## config.mk

```make
export PLATFORM = sky130hd
export DESIGN_NAME = uart_tx_frame
export DESIGN_NICKNAME = d
export VERILOG_FILES = /design/src/rtl/uart_tx_frame.sv
export SDC_FILE = /design/constraint.sdc
export NUM_CORES = 1
export LEC_CHECK = 0
export CELL_PAD_IN_SITES_DETAIL_PLACEMENT = 0
export CELL_PAD_IN_SITES_GLOBAL_PLACEMENT = 1
export CORE_MARGIN = 5
export CORE_UTILIZATION = 39
export DETAILED_ROUTE_END_ITERATION = 12
export GPL_TIMING_DRIVEN = 0
export PLACE_DENSITY = 0.8
export SYNTH_ARGS = -nofsm -noshare
export SYNTH_HDL_FRONTEND = slang
export SYNTH_SLANG_ARGS = --single-unit
```

## constraint.sdc

```tcl
create_clock -name CLK -period 2.7 [get_ports CLK]
set_input_delay 0.81 -clock CLK [delete_from_list [all_inputs] [get_ports CLK]]
set_output_delay 0.81 -clock CLK [all_outputs]
set_load 0.01 [all_outputs]
```

## src/rtl/uart_tx_frame.sv

```systemverilog
// uart_tx_frame: parametrised UART transmitter with runtime prescaler,
// optional parity, one or two stop bits and back-to-back frame acceptance.
// All frame settings are captured when a frame is accepted, so the inputs
// may change while a frame is on the line.
module uart_tx_frame #(
  parameter int DATA_WIDTH  = 8,
  parameter int PRESC_WIDTH = 6
) (
  input  logic                   CLK,
  input  logic                   RST,
  input  logic [DATA_WIDTH-1:0]  P_DATA,
  input  logic                   Data_Valid,
  input  logic                   PAR_EN,
  input  logic                   PAR_TYP,
  input  logic                   STOP2,
  input  logic [PRESC_WIDTH-1:0] PRESCALE,
  output logic                   TX_OUT,
  output logic                   busy,
  output logic                   tx_done
);

  localparam int IDX_W = (DATA_WIDTH > 1) ? $clog2(DATA_WIDTH) : 1;
  localparam logic [PRESC_WIDTH-1:0] PRESC_ONE = PRESC_WIDTH'(1'b1);
  localparam logic [IDX_W-1:0]       IDX_ONE   = IDX_W'(1'b1);
  localparam logic [IDX_W-1:0]       IDX_LAST  = IDX_W'(DATA_WIDTH - 1);

  typedef enum logic [2:0] {
    S_IDLE   = 3'd0,
    S_START  = 3'd1,
    S_DATA   = 3'd2,
    S_PARITY = 3'd3,
    S_STOP   = 3'd4
  } state_t;

  // Parity over the data word; odd parity is the inverse of even parity.
  function automatic logic calc_parity(input logic [DATA_WIDTH-1:0] d, input logic odd);
    return (^d) ^ odd;
  endfunction

  state_t                  state_q;
  logic [PRESC_WIDTH-1:0]  presc_cnt_q;
  logic [PRESC_WIDTH-1:0]  pe_q;
  logic [IDX_W-1:0]        bit_idx_q;
  logic                    stop_cnt_q;
  logic [DATA_WIDTH-1:0]   data_q;
  logic                    par_en_q;
  logic                    par_bit_q;
  logic                    stop2_q;
  logic                    tx_q;
  logic                    busy_q;

  logic [PRESC_WIDTH-1:0]  pe_in_d;
  logic                    bit_end_d;
  logic                    last_stop_d;
  logic                    tx_done_d;
  logic                    accept_d;

  // Decode bit boundaries, end of frame and acceptance from registered state.
  always_comb begin
    pe_in_d     = PRESCALE;
    bit_end_d   = 1'b0;
    last_stop_d = 1'b0;
    tx_done_d   = 1'b0;
    accept_d    = 1'b0;
    if (PRESCALE == '0) begin
      pe_in_d = PRESC_ONE;
    end else begin
      pe_in_d = PRESCALE;
    end
    bit_end_d   = (presc_cnt_q == (pe_q - PRESC_ONE));
    last_stop_d = (stop_cnt_q == stop2_q);
    if (state_q == S_STOP) begin
      tx_done_d = bit_end_d && last_stop_d;
    end else begin
      tx_done_d = 1'b0;
    end
    accept_d = Data_Valid && ((state_q == S_IDLE) || tx_done_d);
  end

  // Frame sequencer: captures settings on acceptance and walks the frame bits.
  always_ff @(posedge CLK or negedge RST) begin
    if (!RST) begin
      state_q     <= S_IDLE;
      presc_cnt_q <= '0;
      pe_q        <= PRESC_ONE;
      bit_idx_q   <= '0;
      stop_cnt_q  <= 1'b0;
      data_q      <= '0;
      par_en_q    <= 1'b0;
      par_bit_q   <= 1'b0;
      stop2_q     <= 1'b0;
      tx_q        <= 1'b1;
      busy_q      <= 1'b0;
    end else if (accept_d) begin
      state_q     <= S_START;
      presc_cnt_q <= '0;
      pe_q        <= pe_in_d;
      bit_idx_q   <= '0;
      stop_cnt_q  <= 1'b0;
      data_q      <= P_DATA;
      par_en_q    <= PAR_EN;
      par_bit_q   <= calc_parity(P_DATA, PAR_TYP);
      stop2_q     <= STOP2;
      tx_q        <= 1'b0;
      busy_q      <= 1'b1;
    end else begin
      case (state_q)
        S_IDLE: begin
          presc_cnt_q <= '0;
          tx_q        <= 1'b1;
          busy_q      <= 1'b0;
        end
        S_START: begin
          if (bit_end_d) begin
            presc_cnt_q <= '0;
            state_q     <= S_DATA;
            tx_q        <= data_q[0];
          end else begin
            presc_cnt_q <= presc_cnt_q + PRESC_ONE;
          end
        end
        S_DATA: begin
          if (bit_end_d) begin
            presc_cnt_q <= '0;
            if (bit_idx_q == IDX_LAST) begin
              bit_idx_q <= '0;
              if (par_en_q) begin
                state_q <= S_PARITY;
                tx_q    <= par_bit_q;
              end else begin
                state_q    <= S_STOP;
                stop_cnt_q <= 1'b0;
                tx_q       <= 1'b1;
              end
            end else begin
              // data_q shifts so the next data bit is always at index 1
              bit_idx_q <= bit_idx_q + IDX_ONE;
              tx_q      <= data_q[1];
              data_q    <= {1'b0, data_q[DATA_WIDTH-1:1]};
            end
          end else begin
            presc_cnt_q <= presc_cnt_q + PRESC_ONE;
          end
        end
        S_PARITY: begin
          if (bit_end_d) begin
            presc_cnt_q <= '0;
            state_q     <= S_STOP;
            stop_cnt_q  <= 1'b0;
            tx_q        <= 1'b1;
          end else begin
            presc_cnt_q <= presc_cnt_q + PRESC_ONE;
          end
        end
        S_STOP: begin
          if (bit_end_d) begin
            presc_cnt_q <= '0;
            if (last_stop_d) begin
              state_q    <= S_IDLE;
              stop_cnt_q <= 1'b0;
              tx_q       <= 1'b1;
              busy_q     <= 1'b0;
            end else begin
              stop_cnt_q <= 1'b1;
            end
          end else begin
            presc_cnt_q <= presc_cnt_q + PRESC_ONE;
          end
        end
        default: begin
          state_q     <= S_IDLE;
          presc_cnt_q <= '0;
          bit_idx_q   <= '0;
          stop_cnt_q  <= 1'b0;
          tx_q        <= 1'b1;
          busy_q      <= 1'b0;
        end
      endcase
    end
  end

  assign TX_OUT  = tx_q;
  assign busy    = busy_q;
  assign tx_done = tx_done_d;

endmodule

```

* Yosys cells after proc, flatten, opt, wreduce, memory -nomap -nowiden
Index checks and enable logic that the tools add are counted.
** Cells by class
- $add $sub $neg :: 3
- $mul :: 0
- Divide/modulo/power cells :: 0
- Magnitude comparators :: 0
- Equal/unequal tests :: 19
- Shift operators :: 0
- Multiplexer cells :: 43
- Bitwise logic cells :: 1
- Reductions and logical operators :: 18
** Operators by type and width (count)
- $mux 3 :: 11
- $mux 8 :: 4
- $mux 6 :: 4
- $ne 3x3->1 const B :: 7
- $mux 1 :: 19
- $pmux 3 s5 :: 1
- $pmux 1 s4 :: 2
- $reduce_or 4->1 :: 2
- $reduce_xor 8->1 :: 1
- $reduce_and 7->1 :: 1
- $add 6x1->6 const B :: 1
- $eq 3x2->1 const B :: 2
- $eq 3x3->1 const B :: 2
- $eq 6x6->1 :: 1
- $logic_not 6->1 :: 1
- $ne 2x1->1 const B :: 3
- $pmux 3 s2 :: 1
- $reduce_and 3->1 :: 2
- $reduce_and 6->1 :: 1
- $sub 6x1->6 const B :: 1
- $reduce_and 5->1 :: 1
- $ne 2x2->1 const B :: 2
- $reduce_bool 2->1 :: 2
- $add 3x1->3 const B :: 1
- other kinds (10) :: 11
** Storage, ports and cells
- Register bits :: 32
- Bits in latches :: 0
- Bits in writable memories :: 0
- Memory bits (read-only) :: 0
- Input port bits :: 20
- Output and inout bits :: 3
- Word-level logic and storage cells :: 95
- Memories :: 0

* Depth between registers and ports, before layout
Gate-level depths: netlist of run 1.
- Depth in word-level cells :: 8
- Gate-level depth with buffers :: 10

* Worst setup path after synthesis of run 1
No wires, ideal clock.
- Path kind :: flip-flop to output port
- From :: reg pe_q[0]
- To :: out tx_done
- Data arrival time :: 1.972 ns
- Data required time :: 1.890 ns
- Path slack :: -0.082 ns
- Stages on the path, launching flop included :: 8
- Buffers on the path :: 0
- Cell sequence :: dfstp_2 > inv_1 > ha_1 > nor2b_1 > or3_1 > a31oi_2 > nand3_4 > nor2_1
** Between the ends
- Word-level cells in the longest chain between the ends :: 4
** Ends and longest elaborated chain
- start, declared :: line 42 : logic [PRESC_WIDTH-1:0] pe_q;
- start signal, assigned :: line 97 : pe_q <= pe_in_d;
- $sub 6x1->6 :: line 70 : bit_end_d = (presc_cnt_q == (pe_q - PRESC_ONE));
- $eq 6x6->1 :: line 70
- $logic_and 1x1->1 :: line 73 : tx_done_d = bit_end_d && last_stop_d;
- $mux 1 :: line 72 : if (state_q == S_STOP) begin
- end, declared :: line 19 : output logic tx_done
No other way between the ends.

* Worst setup path after layout of run 1
Same ends and word-level chain as after synthesis.

==> results of run 1 <==
## what timing repair did
item,4_1_cts,5_1_grt
buffers inserted,5,2
setup endpoints to repair,15,8
gates resized for setup,8,2
pin swaps,4,6
## per-stage QoR
stage	utilization [%]	hold slack, ns	worst slack [ns]	cells	total power (W)
floorplan	-	0.4719	0.01367	185	0.001870
global placement	47.53	0.4979	-0.6341	274	0.002148
detailed placement	47.42	0.5052	-0.6467	274	0.002162
CTS	51.11	0.5208	-0.2082	287	0.002780
global route	51.53	0.5479	-0.2372	289	0.002997
finish	51.53	0.5108	-0.1565	289	0.002795
## how the worst max path moves through the flow
stage / to / depth (start not counted) / slack (ns) / from
after floorplan: tx_done / 7 / 0.01 / pe_q[0]
after detailed placement: tx_done / 8 / -0.65 / pe_q[0]
final: tx_done / 8 / -0.16 / pe_q[0]
after global placement: tx_done / 8 / -0.63 / pe_q[0]
after global routing: tx_done / 8 / -0.24 / pe_q[0]
after CTS: tx_done / 8 / -0.21 / pe_q[0]
## kinds of logic (layout without fill, tap and decap cells)
family / after synthesis / in the layout / synth area share [%]
fa+ha+maj: 4 / 4 / 2.554
simple gates: 56 / 56 / 15.58
compound gates: 31 / 31 / 10.79
xor+xnor: 19 / 19 / 8.493
mux: 29 / 29 / 17.62
flops: 32 / 32 / 41.00
buf+inv: 14 / 51 / 3.959
## sequential cells by signal, indices dropped and copies added (netlist names)
signal,cells
data_q,8
pe_q,6
presc_cnt_q,6
bit_idx_q,3
state_q,3
TX_OUT,1
busy,1
par_bit_q,1
par_en_q,1
stop2_q,1
stop_cnt_q,1
## power by group through the flow
stage	Sequential, W	Clock [W]	Combinational (W)
floorplan	0.000842	0	0.00103
global placement	0.000886	0	0.00126
detailed placement	0.000894	0	0.00127
CTS	0.000880	0.000525	0.00138
global route	0.000907	0.000545	0.00154
finish	0.000880	0.000512	0.00140
## final cells by class
cell class | count | area [µm²] | area share [%]
multi-input combinational | 139 | 1112 | 45.10
buffer | 5 | 43.79 | 1.776
clock inverter | 1 | 30.03 | 1.218
inverter | 9 | 33.78 | 1.370
sequential | 32 | 803.3 | 32.57
clock buffer | 7 | 96.34 | 3.907
tap | 67 | 83.83 | 3.399
timing repair buffer | 29 | 262.8 | 10.65
## cell usage in the layout, fill, tap and decap left out, types with 3 or more instances in the layout
cell,netlist,final
sky130_fd_sc_hd__a21o_1,3,3
sky130_fd_sc_hd__a21oi_1,5,5
sky130_fd_sc_hd__a31oi_1,3,3
sky130_fd_sc_hd__buf_2,1,3
sky130_fd_sc_hd__buf_4,0,7
sky130_fd_sc_hd__clkbuf_8,0,7
sky130_fd_sc_hd__clkdlybuf4s50_1,0,20
sky130_fd_sc_hd__dfrtp_1,30,30
sky130_fd_sc_hd__ha_1,4,3
sky130_fd_sc_hd__inv_1,9,8
sky130_fd_sc_hd__mux2_2,16,16
sky130_fd_sc_hd__mux2_4,7,7
sky130_fd_sc_hd__mux2i_1,6,6
sky130_fd_sc_hd__nand2_1,11,11
sky130_fd_sc_hd__nand3_1,7,7
sky130_fd_sc_hd__nor2_1,18,17
sky130_fd_sc_hd__nor3_1,5,4
sky130_fd_sc_hd__o21ai_0,7,6
sky130_fd_sc_hd__xnor2_1,13,13
sky130_fd_sc_hd__xor2_1,6,6
## routing by layer
metal	up-vias	wire length [µm]	GRT usage, %
li1	725	-	-
met3	7	193	4.435
met1	683	1830	18.30
met5	-	0	0
met2	34	1897	21.43
met4	0	40	2.872
## worst max-delay path, delay by kind of cell, from the launching register on
kind,cells,cell delay (ns)
xor gates and xnor gates,1,0.14
buffers and inverters,2,0.18
DFF,1,0.54
and+or+nand+nor,4,0.65
adders and majority gates,1,0.25
==> out/metrics.yaml, run 1 <==
run_status:
  outcome: "finished, violations left"
  violated_checks: "negative setup slack"
worst_setup_path:
  worst-setup-path-type: "flip-flop to output pin"
  crit_path_top_delay_cell: "sky130_fd_sc_hd__dfstp_2"
  worstPathArrival_ns: 2.05
  critical_path.cell_chain: "inv_2 > ha_4 > xor2_1 > nand2_1 > nor4b_4 > nand3_4 > nor2_2 > buf_2"
  critical_path.reg2reg.startpoint: "pe_q[0]"
  critical-path-max-stage-delay_ns: 0.54
  crit_fanout: 2
  reg2reg_depth: 11
  worst_ep_required_time_ns: 1.89
  cp-end-kind: "output pin"
  startpoint_type: "flip-flop"
  r2r-end: "pe_q[3]"
  regToRegSetupSlack_ns: 0.11
drt:
  viasPerCell: 5.014
  route.antenna.remaining_nets: 0
  wire_per_inst_um: 13.71
  initialDrtViolationCount: 51
  drc_errors: 0
  detail_route.first_pass.iterations: 4
  via_count: 1449
  routed_wirelength_mm: 3.961
yosys:
  ys_types: 47
  yosys.area.top_type: "sky130_fd_sc_hd__dfrtp_1"
  ys_top_cells_by_area: "sky130_fd_sc_hd__dfrtp_1, sky130_fd_sc_hd__mux2_2, sky130_fd_sc_hd__xnor2_1, sky130_fd_sc_hd__mux2_4, sky130_fd_sc_hd__nor2_1"
  number_of_flops_mapped_to_enable_cells_by_yosys: 0
  share_of_flip_flops_with_an_asynchronous_set_or_reset_pct: 100.0
  synth_cells: 185
  ys_seq_elements: 32
  ys_top_cells_by_count: "sky130_fd_sc_hd__dfrtp_1, sky130_fd_sc_hd__nor2_1, sky130_fd_sc_hd__mux2_2, sky130_fd_sc_hd__xnor2_1, sky130_fd_sc_hd__nand2_1"
  synthMostInstantiatedCell: "sky130_fd_sc_hd__dfrtp_1"
  postSynth.topFlopCell: "sky130_fd_sc_hd__dfrtp_1"
  synth_largest_type_area_fraction_pct: 38.31
  synthesis.area_mm2: 0.001959
  ys.warnings.count: 0
  synth.yosys.seq_area_share_pct: 41.00
  syn_avg_cell_area_um2: 10.59
  synth_nets: 209
global_route:
  vias_in_the_first_global_route: 1431
  antenna_found_initial: 0
  grt_first_pass_wirelength_mm: 6.893
  gr-usage-all-layers_pct: 13.61
  largest_net_degree_at_the_start_of_global_routing: 33
  overflow: 0
job:
  max_cap_viol_count: 0
die:
  core.rowCount: 25
  die_y_um: 80.88
  starting_utilization_of_the_core_area_pct: 40.94
  fp.coreArea_mm2: 0.004786
  design.portCount: 23
  die_area_mm2: 0.006542
  die-width_um: 80.88
sta:
  fin_crit_sh_pct: 105.8
  setup_viol: 1
  slew_violations: 0
  min_period_ns: 2.856
  timing.setup.tns_ns: -0.1565
  worst_slack_ns: -0.1565
  tightestPinTransition_ns: 0.7278
  fmaxAchievable_mhz: 350.1
  clock_skew_ns: 0.006388
  fin_hold_viols: 0
  slew_headroom_pct: 51.48
  grt_setup_unrepaired: "yes"
clock_network:
  cts_tree: "yes"
  maximum_number_of_buffers_from_clock_root_to_sink: 2
  cts_inserted_buffers: 5
  root_buffer: "sky130_fd_sc_hd__clkbuf_8"
  clock-sinks: 32
  clk_pin_slew_worst_paths_ns: 0.07
  cts_hold_buffers: 0
  htree_levels: 2
  worstSkewPairLatency_ns: 0.29
min_path:
  hold_path_end: "bit_idx_q[1]"
  hold_path_depth: 1
  min-delay-path-class: "flip-flop to flip-flop"
  start_point_of_the_worst_min_delay_path: "bit_idx_q[1]"
finish:
  n_fill_cell: 448
  area.growth.synth_to_final_pct: 25.86
  final_design_area_no_fill_mm2: 0.002466
  diodes: 0
  post_route_cells_drive_above_1_share_pct: 26.58
  finalNetCount: 245
power_and_ir_drop:
  power_report.internal_total_w: 0.001757
  cellLeakagePower_nw: 1.094
  clkPwrFrac_pct: 18.3
  total_power_per_unit_cell_area_mw_per_mm2: 1134
  p_comb_share_pct: 50.2
  net-switching-power_w: 0.001038
  ir_drop_mv: 0.4947
  p_seq_share_pct: 31.5
  p_sw_share_pct: 37.15
placed_design:
  dpl.hpwl_mm: 2.761
  place_congestion: 0.8393
  buffer_ports.inserted: 22
  place_area_mm2: 0.002270
No activity file was read; power rests on OpenSTA's default activity.
==> inputs of run 2 (changes only) <==
--- a/config.mk
+++ b/config.mk
@@ -11,7 +11,8 @@
 export CORE_UTILIZATION = 39
 export DETAILED_ROUTE_END_ITERATION = 12
 export GPL_TIMING_DRIVEN = 0
-export PLACE_DENSITY = 0.8
+export PLACE_DENSITY_LB_ADDON = 0.05
+export SETUP_SLACK_MARGIN = 0.2
 export SYNTH_ARGS = -nofsm -noshare
 export SYNTH_HDL_FRONTEND = slang
 export SYNTH_SLANG_ARGS = --single-unit
==> run 2 against run 1 <==
Net effect: non-clock buffer count rose by 5; total power shrank 0.50%; register-to-register slack worse by 0.06 ns; global-route usage rose by 1.4 points; cell area rose by 2.3%; critical endpoint unchanged; sequential cell count stayed put; sequential power grew 0.5%; sequential share of layout area down 0.73 points; first-iteration DRC count increased by 9.8%; highest routed layer unchanged; clock skew up 0.0073 ns; the flow still finishes with violations (negative setup slack); critical path depth stayed put; worst hold slack got worse by 0.0032 ns.
==> out/metrics.yaml, run 2 (synthesized netlist as in run 1, its figures left out) <==
run_status:
  outcome: "finished, violations left"
  violated_checks: "negative setup slack"
clock_network:
  htree_levels: 2
  cts_hold_buffers: 0
  root_buffer: "sky130_fd_sc_hd__clkbuf_8"
  maximum_number_of_buffers_from_clock_root_to_sink: 2
  cts_inserted_buffers: 5
  clk_pin_slew_worst_paths_ns: 0.06
  worstSkewPairLatency_ns: 0.29
  clock-sinks: 32
  cts_tree: "yes"
sta:
  setup_viol: 1
  clock_skew_ns: 0.01372
  slew_violations: 0
  min_period_ns: 2.805
  fin_hold_viols: 0
  grt_setup_unrepaired: "yes"
  fin_crit_sh_pct: 103.9
  timing.setup.tns_ns: -0.1053
  tightestPinTransition_ns: 0.7342
  slew_headroom_pct: 51.05
  fmaxAchievable_mhz: 356.5
  worst_slack_ns: -0.1053
  finalHoldWorstSlack_ns: 0.5076
die:
  die_area_mm2: 0.006542
  fp.coreArea_mm2: 0.004786
  die_y_um: 80.88
  starting_utilization_of_the_core_area_pct: 40.94
  design.portCount: 23
  die-width_um: 80.88
  core.rowCount: 25
finish:
  final_design_area_no_fill_mm2: 0.002522
  diodes: 0
  area.growth.synth_to_final_pct: 28.74
  largest_reg_flops: 8
  registers.top_by_ff_count: "data_q"
  mostFrequentLayoutCells: "sky130_fd_sc_hd__dfrtp_1, sky130_fd_sc_hd__clkdlybuf4s50_1, sky130_fd_sc_hd__nor2_1, sky130_fd_sc_hd__mux2_4, sky130_fd_sc_hd__xnor2_1"
  n_fill_cell: 448
  post_route_cells_drive_above_1_share_pct: 27.43
  layout_commonest_cell: "sky130_fd_sc_hd__dfrtp_1"
  layout_top_registers: "data_q x8, pe_q x6, presc_cnt_q x6"
  finalNetCount: 250
drt:
  via_count: 1489
  drc_errors: 0
  detail_route.first_pass.iterations: 4
  routed_wirelength_mm: 4.464
  route.antenna.remaining_nets: 0
  initialDrtViolationCount: 56
  wire_per_inst_um: 15.24
  viasPerCell: 5.082
placed_design:
  buffer_ports.inserted: 22
  place_area_mm2: 0.002292
  dp_worst_setup_slack_ns: -0.6659
  dpl.hpwl_mm: 3.195
  place_congestion: 0.8295
worst_setup_path:
  crit_fanout: 2
  startpoint_type: "flip-flop"
  worstPathArrival_ns: 2.00
  worst-setup-path-type: "flip-flop to output pin"
  worst_ep_required_time_ns: 1.89
  cp-end-kind: "output pin"
global_route:
  antenna_found_initial: 0
  vias_in_the_first_global_route: 1561
  overflow: 0
  largest_net_degree_at_the_start_of_global_routing: 33
  grt_first_pass_wirelength_mm: 7.465
  gr-usage-all-layers_pct: 15.00
power_and_ir_drop:
  ir_drop_mv: 0.4842
  total_power_per_unit_cell_area_mw_per_mm2: 1103
  cellLeakagePower_nw: 1.151
min_path:
  min-delay-path-class: "flip-flop to flip-flop"
job:
  max_cap_viol_count: 0
==> run 2: cell types whose count changed in the layout (fill, tap and decap cells not counted), moves of 2 or more <==
cell	delta
sky130_fd_sc_hd__mux2_2	-10
sky130_fd_sc_hd__buf_4	+4
sky130_fd_sc_hd__clkbuf_8	-2
sky130_fd_sc_hd__buf_6	+3
sky130_fd_sc_hd__buf_2	-2
sky130_fd_sc_hd__mux2_4	+10
==> run 2: layout make-up <==
| class | count | area, µm² | share of cell area, % |
|---|---|---|---|
| multi-input cells | 139 | 1164 | 46.13 |
| clock inverters | 1 | 5.005 | 0.1984 |
| flip-flops and latches | 32 | 803.3 | 31.85 |
| plain buffers | 5 | 50.05 | 1.984 |
| clock buffers | 6 | 72.57 | 2.877 |
| well taps | 67 | 83.83 | 3.323 |
| inverters | 9 | 33.78 | 1.339 |
| repair buffers | 34 | 310.3 | 12.30 |
==> run 2: final timing paths <==
| kind | cells past startpoint | from | slack (ns) | to |
|---|---|---|---|---|
| hold / removal | 1 | presc_cnt_q[0] | 0.51 | presc_cnt_q[0] |
| hold reg to reg | 1 | presc_cnt_q[0] | 0.51 | presc_cnt_q[0] |
| min in group asynchronous | 1 | RST | 0.58 | state_q[0] |
| max in group asynchronous | 1 | RST | 1.64 | data_q[4] |
| setup / recovery | 8 | pe_q[0] | -0.11 | tx_done |
| setup reg to reg | 12 | pe_q[0] | 0.05 | pe_q[4] |
==> run 2: worst max-delay path, stage by stage, from the launching register on <==
cell                      delay, ns
sky130_fd_sc_hd__dfstp_2       0.54
sky130_fd_sc_hd__inv_2         0.05
sky130_fd_sc_hd__ha_4          0.26
sky130_fd_sc_hd__xor2_1        0.14
sky130_fd_sc_hd__nand2_1       0.10
sky130_fd_sc_hd__nor4b_4       0.31
sky130_fd_sc_hd__nand3_4       0.12
sky130_fd_sc_hd__nor2_4        0.09
sky130_fd_sc_hd__buf_6         0.10
==> run 2: routing by layer <==
metal	track usage, %	share of wire [%]	vias to the layer above
met2	26.35	52	28
met4	5.405	1.0	0
met1	17.74	44	723
met3	3.548	3.7	4
met5	0	0	-
li1	-	-	734
==> run 2: where the power goes <==
group / switching, W / leakage [nW] / total [W] / internal, W
sequential: 0.000191 / 0.396 / 0.000884 / 0.000693
combinational: 0.000719 / 0.714 / 0.00155 / 0.000829
clock: 0.000174 / 0.0410 / 0.000350 / 0.000175
==> run 2: timing repair <==
action | CTS | global route
resized for setup | 19 | 3
pin swaps | 5 | 2
setup endpoints to repair | 27 | 27
setup buffers | 7 | 5
==> run 2: stage by stage <==
stage | cells | total power [W] | util [%]
6_report | 293 | 0.002781 | 52.71
5_1_grt | 293 | 0.002986 | 52.71
2_1_floorplan | 185 | 0.001906 | -
3_3_place_gp | 274 | 0.002194 | 48.00
3_5_place_dp | 274 | 0.002248 | 47.90
4_1_cts | 288 | 0.002770 | 51.76
==> inputs of run 3 (changes only) <==
--- a/config.mk
+++ b/config.mk
@@ -13,6 +13,7 @@
 export GPL_TIMING_DRIVEN = 0
 export PLACE_DENSITY_LB_ADDON = 0.05
 export SETUP_SLACK_MARGIN = 0.2
+export SKIP_LAST_GASP = 1
 export SYNTH_ARGS = -nofsm -noshare
 export SYNTH_HDL_FRONTEND = slang
 export SYNTH_SLANG_ARGS = --single-unit
==> run 3 against run 2 <==
Net effect: the run still ends with negative setup slack left; die area stayed put; total power is 2.9% lower; final cell count is 0.68% lower; via count hardly changed; setup slack better by 0.0015 ns; fmax hardly changed; first-iteration DRC count is 13% lower; register-to-register slack hardly changed; critical path depth stayed put; sequential share of layout area is 0.63 points higher; critical path type unchanged; largest cell class unchanged.
==> out/metrics.yaml, run 3 (synthesized netlist as in run 1, its figures left out) <==
finish:
  diodes: 0
  mostFrequentLayoutCells: "sky130_fd_sc_hd__dfrtp_1, sky130_fd_sc_hd__clkdlybuf4s50_1, sky130_fd_sc_hd__nor2_1, sky130_fd_sc_hd__mux2_2, sky130_fd_sc_hd__xnor2_1"
  layout_top_registers: "data_q x8, pe_q x6, presc_cnt_q x6"
  layout_commonest_cell: "sky130_fd_sc_hd__dfrtp_1"
  registers.top_by_ff_count: "data_q"
  largest_reg_flops: 8
  area.growth.synth_to_final_pct: 26.25
  post_route_cells_drive_above_1_share_pct: 26.79
  fin_util_pct: 51.69
  finalNetCount: 248
  n_fill_cell: 453
sta:
  min_period_ns: 2.804
  finalHoldWorstSlack_ns: 0.5076
  fmaxAchievable_mhz: 356.7
  tightestPinTransition_ns: 0.7331
  clock_skew_ns: 0.01348
  fin_crit_sh_pct: 103.8
  slew_violations: 0
  setup_viol: 1
  worst_slack_ns: -0.1038
  fin_hold_viols: 0
  slew_headroom_pct: 51.12
  grt_setup_unrepaired: "yes"
worst_setup_path:
  critical_path.reg2reg.startpoint: "pe_q[0]"
  reg2reg_depth: 12
  crit_fanout: 2
  startpoint_type: "flip-flop"
  endpoint: "tx_done"
  regToRegSetupSlack_ns: 0.05
  r2r-end: "pe_q[4]"
  startpoint: "pe_q[0]"
  worstPathArrival_ns: 1.99
  cp-end-kind: "output pin"
  worst-setup-path-type: "flip-flop to output pin"
  worst_ep_required_time_ns: 1.89
drt:
  via_count: 1490
  initialDrtViolationCount: 49
  viasPerCell: 5.120
  wire_per_inst_um: 15.09
  detail_route.first_pass.iterations: 4
  drc_errors: 0
  route.antenna.remaining_nets: 0
  routed_wirelength_mm: 4.392
run_status:
  outcome: "finished, violations left"
  violated_checks: "negative setup slack"
global_route:
  largest_net_degree_at_the_start_of_global_routing: 33
  antenna_found_initial: 0
  gr-usage-all-layers_pct: 14.91
  grt_first_pass_wirelength_mm: 7.410
  vias_in_the_first_global_route: 1538
  overflow: 0
min_path:
  min-delay-path-class: "flip-flop to flip-flop"
  hold_path_depth: 1
clock_network:
  cts_tree: "yes"
  cts_hold_buffers: 0
  htree_levels: 2
  clock-sinks: 32
  clk_pin_slew_worst_paths_ns: 0.06
  maximum_number_of_buffers_from_clock_root_to_sink: 2
  worstSkewPairLatency_ns: 0.29
  root_buffer: "sky130_fd_sc_hd__clkbuf_8"
  cts_inserted_buffers: 5
die:
  starting_utilization_of_the_core_area_pct: 40.94
  design.portCount: 23
  core.rowCount: 25
  fp.coreArea_mm2: 0.004786
  die-width_um: 80.88
  die_area_mm2: 0.006542
  die_y_um: 80.88
power_and_ir_drop:
  ir_drop_mv: 0.4942
  total_power_w: 0.002701
  cellLeakagePower_nw: 1.096
  total_power_per_unit_cell_area_mw_per_mm2: 1092
placed_design:
  dp_worst_setup_slack_ns: -0.6659
  buffer_ports.inserted: 22
  dpl.hpwl_mm: 3.195
  place_congestion: 0.8295
job:
  max_cap_viol_count: 0
[run 3: worst min-delay path by stage]
stage                      to  slack [ns]            from
6_report       presc_cnt_q[0]        0.51  presc_cnt_q[0]
5_1_grt        presc_cnt_q[0]        0.53  presc_cnt_q[0]
4_1_cts        presc_cnt_q[0]        0.51  presc_cnt_q[0]
3_5_place_dp     bit_idx_q[1]        0.50    bit_idx_q[1]
3_3_place_gp   presc_cnt_q[0]        0.50  presc_cnt_q[0]
2_1_floorplan  presc_cnt_q[0]        0.47  presc_cnt_q[0]
[run 3: routing by layer]
metal	global-route usage, %	vias up	part of all wire, %
met3	3.548	4	4.6
met5	0	-	0
met1	17.74	720	42
li1	-	727	-
met2	26.03	39	52
met4	5.405	0	1.0
[run 3: metrics by stage]
step	cells	area (µm²)	setup TNS [ns]
6_report	291	2474	-0.1038
5_1_grt	291	2474	-1.104
4_1_cts	288	2444	-0.2138
3_5_place_dp	274	2292	-1.890
3_3_place_gp	274	2297	-1.603
2_1_floorplan	185	1993	0
[run 3: final cells by class]
type | instances | area, µm² | share of cell area, %
tap | 67 | 83.83 | 3.389
multi-input combinational | 139 | 1130 | 45.68
inverter | 9 | 33.78 | 1.366
buffer | 5 | 50.05 | 2.023
sequential | 32 | 803.3 | 32.47
clock buffer | 6 | 72.57 | 2.934
timing repair buffer | 32 | 295.3 | 11.94
clock inverter | 1 | 5.005 | 0.2023
[run 3: what timing repair did]
item                                    in CTS  in global routing
buffers inserted                             7                  3
pin swaps                                    5                  2
endpoints found under the setup margin      27                 27
endpoints found under the hold margin        0                  0
gates resized for setup                     10                  3
[run 3: worst max-delay path, cell delays in order, from the launching register on]
cell and delay, ns:
sky130_fd_sc_hd__dfstp_2 0.54, sky130_fd_sc_hd__inv_2 0.05, sky130_fd_sc_hd__ha_4 0.26, sky130_fd_sc_hd__xor2_1 0.14
sky130_fd_sc_hd__nand2_1 0.10, sky130_fd_sc_hd__nor4b_4 0.31, sky130_fd_sc_hd__nand3_4 0.12, sky130_fd_sc_hd__nor2_4 0.09
sky130_fd_sc_hd__buf_6 0.10
[run 3: power by group]
part           internal [W]  total [W]  switching (W)
combinational      0.000769    0.00147       0.000704
sequential         0.000693   0.000879       0.000186
clock              0.000175   0.000349       0.000174
total               0.00164    0.00270        0.00106
